File: config.mk
export PLATFORM = sky130hd
export DESIGN_NAME = fetch_unit
export DESIGN_NICKNAME = d
export VERILOG_FILES = /design/src/rtl/fetch_unit.sv
export SDC_FILE = /design/constraint.sdc
export NUM_CORES = 1
export LEC_CHECK = 0
export ABC_AREA = 1
export CELL_PAD_IN_SITES_DETAIL_PLACEMENT = 0
export CELL_PAD_IN_SITES_GLOBAL_PLACEMENT = 2
export CORE_MARGIN = 3
export CORE_UTILIZATION = 26
export CTS_CLUSTER_SIZE = 16
export DETAILED_ROUTE_END_ITERATION = 10
export GPL_TIMING_DRIVEN = 0
export PLACE_DENSITY = 0.86
export SYNTH_ARGS = -nofsm -noshare
export SYNTH_HDL_FRONTEND = slang
export SYNTH_SLANG_ARGS = --single-unit
File: constraint.sdc
create_clock -name clk -period 3.22 [get_ports clk]
set_input_delay 0.805 -clock clk [delete_from_list [all_inputs] [get_ports clk]]
set_output_delay 0.805 -clock clk [all_outputs]
set_load 0.05 [all_outputs]
File: src/rtl/fetch_unit.sv
// fetch_unit -- instruction fetch stage.
//
// Drives the program counter into instruction memory, buffers the returned
// ARM instruction words and presents them in order to decode through a
// valid/ready handshake. A taken branch from execute flushes the buffer,
// restarts fetch at the target and discards responses still in flight.
//
// Optional feature macro: FETCH_BRANCH_PREDICT_EN
//   When defined, popping an unconditional B/BL (cond=AL, op=101) from the
//   head redirects fetch internally and flags the entry with inst_predicted.
//
// Ports:
//   clk, reset                 clock, synchronous active-high reset
//   imem_req / imem_addr       fetch request and word-aligned address
//   imem_gnt                   memory accepts the request this cycle
//   imem_rvalid / imem_rdata   in-order response
//   br_taken / br_target       execute-stage redirect
//   inst_valid / inst_ready    decode handshake
//   inst / inst_pc             head instruction word and its address
//   inst_predicted             fetch already redirected on this instruction
module fetch_unit #(
  parameter int unsigned BUF_DEPTH = 2,
  parameter logic [31:0] RESET_PC  = 32'h0000_0000
) (
  input  logic        clk,
  input  logic        reset,
  output logic        imem_req,
  output logic [31:0] imem_addr,
  input  logic        imem_gnt,
  input  logic        imem_rvalid,
  input  logic [31:0] imem_rdata,
  input  logic        br_taken,
  input  logic [31:0] br_target,
  output logic        inst_valid,
  input  logic        inst_ready,
  output logic [31:0] inst,
  output logic [31:0] inst_pc,
  output logic        inst_predicted
);

  localparam int unsigned      CNT_W    = $clog2(BUF_DEPTH + 1);
  localparam int unsigned      PTR_W    = (BUF_DEPTH > 1) ? $clog2(BUF_DEPTH) : 1;
  localparam logic [31:0]      START_PC = RESET_PC & 32'hFFFF_FFFC;
  localparam logic [PTR_W-1:0] LAST_PTR = PTR_W'(BUF_DEPTH - 1);
  localparam logic [CNT_W:0]   DEPTH_C  = (CNT_W + 1)'(BUF_DEPTH);

  logic [31:0]      pc_q, pc_d;
  logic [31:0]      resp_pc_q, resp_pc_d;
  logic [CNT_W-1:0] outstanding_q, outstanding_d;
  logic [CNT_W-1:0] drop_q, drop_d;
  logic [CNT_W-1:0] count_q, count_d;
  logic [PTR_W-1:0] rd_ptr_q, rd_ptr_d;
  logic [PTR_W-1:0] wr_ptr_q, wr_ptr_d;
  logic [31:0]      buf_inst_q [BUF_DEPTH];
  logic [31:0]      buf_inst_d [BUF_DEPTH];
  logic [31:0]      buf_pc_q   [BUF_DEPTH];
  logic [31:0]      buf_pc_d   [BUF_DEPTH];

  logic             rv_eff_s, pop_s, push_s, gnt_fire_s;
  logic             redirect_s, pred_redir_s, head_is_b_s;
  logic [31:0]      head_inst_s, head_pc_s, pred_target_s, redir_target_s;
  logic [CNT_W:0]   credit_used_s;

  // Circular pointer advance for a buffer depth that need not be a power of two.
  function automatic logic [PTR_W-1:0] ptr_inc(input logic [PTR_W-1:0] p);
    if (p == LAST_PTR) begin
      return {PTR_W{1'b0}};
    end else begin
      return p + PTR_W'(1);
    end
  endfunction

  // Head-of-buffer decode and predicted-branch target.
  always_comb begin
    head_inst_s = buf_inst_q[rd_ptr_q];
    head_pc_s   = buf_pc_q[rd_ptr_q];
`ifdef FETCH_BRANCH_PREDICT_EN
    head_is_b_s   = (head_inst_s[31:28] == 4'hE) && (head_inst_s[27:25] == 3'b101);
    // ARM branch: PC reads as instruction address + 8, offset is in words.
    pred_target_s = head_pc_s + 32'd8 + {{6{head_inst_s[23]}}, head_inst_s[23:0], 2'b00};
`else
    head_is_b_s   = 1'b0;
    pred_target_s = 32'h0000_0000;
`endif
  end

  // Handshake, credit and next-state computation.
  always_comb begin
    // A response with nothing outstanding is a protocol violation: ignore it.
    rv_eff_s       = imem_rvalid && (outstanding_q != {CNT_W{1'b0}});
    pop_s          = inst_valid && inst_ready;
    pred_redir_s   = pop_s && head_is_b_s && !br_taken;
    redirect_s     = br_taken || pred_redir_s;
    redir_target_s = br_taken ? (br_target & 32'hFFFF_FFFC) : pred_target_s;
    // A pop this cycle frees a slot before any new response can land,
    // which is what sustains one instruction per cycle.
    credit_used_s  = {1'b0, outstanding_q} + {1'b0, count_q} - {{CNT_W{1'b0}}, pop_s};
    imem_req       = !reset && !redirect_s && (credit_used_s < DEPTH_C);
    gnt_fire_s     = imem_req && imem_gnt;
    push_s         = rv_eff_s && !redirect_s && (drop_q == {CNT_W{1'b0}});

    pc_d          = pc_q;
    resp_pc_d     = resp_pc_q;
    outstanding_d = outstanding_q;
    drop_d        = drop_q;
    count_d       = count_q;
    rd_ptr_d      = rd_ptr_q;
    wr_ptr_d      = wr_ptr_q;
    buf_inst_d    = buf_inst_q;
    buf_pc_d      = buf_pc_q;

    if (redirect_s) begin
      // Everything still in flight (minus a response landing now) is stale.
      pc_d          = redir_target_s;
      resp_pc_d     = redir_target_s;
      outstanding_d = outstanding_q - CNT_W'(rv_eff_s);
      drop_d        = outstanding_q - CNT_W'(rv_eff_s);
      count_d       = {CNT_W{1'b0}};
      rd_ptr_d      = {PTR_W{1'b0}};
      wr_ptr_d      = {PTR_W{1'b0}};
    end else begin
      if (gnt_fire_s) begin
        pc_d = pc_q + 32'd4;
      end else begin
        pc_d = pc_q;
      end
      outstanding_d = outstanding_q + CNT_W'(gnt_fire_s) - CNT_W'(rv_eff_s);
      if (rv_eff_s && (drop_q != {CNT_W{1'b0}})) begin
        drop_d = drop_q - CNT_W'(1);
      end else begin
        drop_d = drop_q;
      end
      if (push_s) begin
        buf_inst_d[wr_ptr_q] = imem_rdata;
        buf_pc_d[wr_ptr_q]   = resp_pc_q;
        wr_ptr_d             = ptr_inc(wr_ptr_q);
        resp_pc_d            = resp_pc_q + 32'd4;
      end else begin
        wr_ptr_d  = wr_ptr_q;
        resp_pc_d = resp_pc_q;
      end
      if (pop_s) begin
        rd_ptr_d = ptr_inc(rd_ptr_q);
      end else begin
        rd_ptr_d = rd_ptr_q;
      end
      count_d = count_q + CNT_W'(push_s) - CNT_W'(pop_s);
    end
  end

  // State registers with synchronous reset.
  always_ff @(posedge clk) begin
    if (reset) begin
      pc_q          <= START_PC;
      resp_pc_q     <= START_PC;
      outstanding_q <= {CNT_W{1'b0}};
      drop_q        <= {CNT_W{1'b0}};
      count_q       <= {CNT_W{1'b0}};
      rd_ptr_q      <= {PTR_W{1'b0}};
      wr_ptr_q      <= {PTR_W{1'b0}};
      for (int i = 0; i < int'(BUF_DEPTH); i++) begin
        buf_inst_q[i] <= 32'h0000_0000;
        buf_pc_q[i]   <= 32'h0000_0000;
      end
    end else begin
      pc_q          <= pc_d;
      resp_pc_q     <= resp_pc_d;
      outstanding_q <= outstanding_d;
      drop_q        <= drop_d;
      count_q       <= count_d;
      rd_ptr_q      <= rd_ptr_d;
      wr_ptr_q      <= wr_ptr_d;
      buf_inst_q    <= buf_inst_d;
      buf_pc_q      <= buf_pc_d;
    end
  end

  // Outputs come straight from registered state; data reads zero when empty.
  assign imem_addr      = pc_q;
  assign inst_valid     = (count_q != {CNT_W{1'b0}});
  assign inst           = inst_valid ? head_inst_s : 32'h0000_0000;
  assign inst_pc        = inst_valid ? head_pc_s : 32'h0000_0000;
  assign inst_predicted = inst_valid && head_is_b_s;

endmodule

==> out/results.tsv <==
stage	metric	value	unit
critical_path	cp_max_fo	6	
synth	ys_seq_area_share	39.08	%
die	fp.dieH	200.5	µm
global_route	grt_overflow_total	0	
critical_path	worst-path-buf-inv	4	
clocking	root_buffer	clkbuf_16	
route	drt-pass1-iter-count	5	
timing	setup_viol	0	
critical_path	slowest_stage	fa_1	
run	cap_violations	0	
critical_path	critPathKind	reg -> out	
route	drc_errors	0	
global_route	grtUsageTotal	18.84	%
clocking	cts_tree	yes	
worst_hold_path	min_to	buf_inst_q[36]	
critical_path	cp.depth	8	
critical_path	crit_family	adder cells	
power_and_ir_drop	total_power	6.514	mW
timing	skew	0.01278	ns
die	ios	169	
synth	synth_area	9836	µm²
clocking	cts_hold_buf	0	
critical_path	r2r_start	count_q[0]	
timing	finalHoldViolCount	0	
route	ant_nets	0	
critical_path	worst_ep_arrival_time	2.32	ns
timing	timing.final.crit_share	97.15	%
critical_path	crit_path_end_kind	primary output	
clocking	htreeDepth	4	
power_and_ir_drop	cellPowerDensity	510.9	nW/µm²
synth	yosysWarnings	0	
clocking	clock_sinks	192	
worst_hold_path	hold_path.class	reg -> reg	
clocking	cts_buffers	17	
synth	ys.flop_type	dfxtp_1	
die	rows	70	
die	initial_utilization	26.61	%
place	dpl.hpwl	29720	µm
clocking	cts_buffer_depth	2	
final_layout	nNetsFinal	1780	
die	die_w	200.5	µm
critical_path	rrSetupSlack	0.20	ns
final_layout	area_delta_synth_final	29.63	%
route	drt_wl_total	39010	µm
timing	setup_ws	0.09188	ns
final_layout	fillers	4059	
place	globalplace.congestion	0.8894	
final_layout	final_core_util	34.50	%
timing	fin_setup_tns	0	ns
final_layout	layout-drive-gt1-share	9.515	%
final_layout	multiInputGateArea	5129	µm²
critical_path	required	2.41	ns
timing	worst_pin_slew	0.8355	ns
critical_path	cpPeakStageDelay	0.57	ns
clocking	clk_pin_slew	0.08	ns
timing	fin_crit	3.128	ns
route	wire_per_inst	17.59	µm
place	port_buffers	159	
synth	synth_async_sr_flop_share	0	%
status	status	completed	
synth	synth_cell_types	35	
worst_hold_path	worstHoldStart	buf_inst_q[36]	
timing	fmax	319.7	MHz
final_layout	ff_latch_area	3850	µm²
critical_path	crit_path_frequent_cell	inv_2	
critical_path	startpoint_type	register	
clocking	clock_latency	0.45	ns
route	dr_total_vias	10480	
critical_path	crit_chain	inv_1 > ha_1 > fa_1 > inv_2 > nor2_4 > nand2_2 > inv_2 > buf_8	
worst_hold_path	worstHoldPathCells	2	
synth	synth_edf_count	0	
synth	synth_seq_cells	192	
global_route	grt_pass1_wl	59080	µm
route	drt_iter0_drc	733	
power_and_ir_drop	p_leak	5.111	nW
critical_path	timing.rr.end	outstanding_q[1]	
critical_path	startpoint	outstanding_q[1]	
global_route	antenna_found_initial	1	
die	die_area	40200	µm²
timing	slew_headroom	44.30	%
place	pre_cts_slack	-1.082	ns
final_layout	fin_cells	2218	
critical_path	reg2regPathDepth	18	
synth	synthCells	1513	
place	dpl.cell_count	2180	
synth	syn_avg_cell_area	6.501	µm²
die	coreArea	36960	µm²
timing	drv_slew	0	
route	vias_per_cell	4.725	
global_route	grt_max_degree	20	
global_route	grt_pass1_vias	9823	
power_and_ir_drop	ir_worst_vdd	0.4032	mV
-- registers in the layout, summed over array words and instances, names as in the netlist --
signal         count
wr_ptr_q           1
count_q            2
drop_q             2
rd_ptr_q           1
buf_inst_q        64
buf_pc_q          60
outstanding_q      2
resp_pc_q         30
imem_addr         30
-- cell type report --
cell class | count | share of cell area [%]
timing repair buffer | 166 | 12.58
clock buffer | 17 | 3.337
clock inverter | 14 | 1.501
multi-input combinational | 1122 | 40.23
sequential | 192 | 30.20
antenna | 1 | 0.01963
inverter | 116 | 3.435
tap | 504 | 4.946
buffer | 86 | 3.759
-- placed cells by master, fill, tap and decap left out, drive strengths merged, types with 7 or more instances in the layout --
cell / instances
nand2: 378
nor2: 250
dfxtp: 192
o21ai: 187
a21oi: 172
inv: 124
clkdlybuf4s50: 96
nand3: 71
clkbuf: 68
buf: 50
dlygate4sd2: 29
clkdlybuf4s15: 25
xor2: 11
ha: 8
nand4: 7
a31oi: 7
-- cells by family (layout without fill, tap and decap cells) --
family / count (synthesis) / count (layout) / share of synthesized area, %
AO/OA/AOI/OAI: 373 / 373 / 19.29
XOR/XNOR: 13 / 13 / 1.158
adder cells (fa/ha/maj): 9 / 9 / 1.221
buffers and inverters: 203 / 399 / 9.210
flip-flops: 192 / 192 / 39.08
other: 1 / 6 / 0.03813
AND/OR/NAND/NOR: 722 / 722 / 30.01
-- metal layers --
| metal | GRT usage, % | vias up | part of all wire (%) |
|---|---|---|---|
| li1 | - | 5243 | - |
| met1 | 25.98 | 4890 | 47 |
| met2 | 30.04 | 292 | 45 |
| met3 | 2.821 | 54 | 4.5 |
| met4 | 6.625 | 0 | 3.0 |
| met5 | 0 | - | 0 |
-- cells in the mapped netlist, types with 11 or more instances --
master	instances	share of area [%]
buf_2	19	0.97
nand2_1	373	14
xor2_1	11	0.98
nand3_1	70	3.6
inv_1	111	4.2
nor2_1	240	9.2
dfxtp_1	192	39
buf_4	15	1.1
o21ai_0	132	6.7
o21ai_1	54	2.7
a21oi_1	172	8.8
clkbuf_1	44	1.7
-- stage by stage --
step | hold slack, ns | cell area [µm²]
floorplan | 0.4617 | 9851
global placement | 0.4757 | 12070
detailed placement | 0.4807 | 12070
CTS | 0.5035 | 12720
global route | 0.5205 | 12750
finish | 0.5007 | 12750
-- worst max-delay path by stage --
stage / to / slack [ns]
final: imem_req / 0.09
after global routing: imem_req / -0.007
after CTS: imem_req / -0.09
after detailed placement: imem_req / -1.08
after global placement: imem_req / -1.08
after floorplan: outstanding_q[1] / 0.09
-- power breakdown --
part           total, mW  internal [mW]  switching [mW]
clock               2.29           1.19            1.10
sequential          2.79           2.60           0.191
combinational       1.44          0.506           0.931
total               6.51           4.29            2.22
-- repair_timing --
item | CTS | global route
setup endpoints to repair | 74 | 53
gates resized for setup | 139 | 21
gates cloned | 0 | 0
buffers inserted | 0 | 7
pin swaps | 3 | 4
-- worst min-delay path: cells and delay by family, from the launching register on --
family             cells  cell delay [ns]
AOI/OAI and AO/OA      1             0.07
and+or+nand+nor        1             0.07
DFF                    1             0.33
Note: power is estimated with default switching activity, not from simulation.
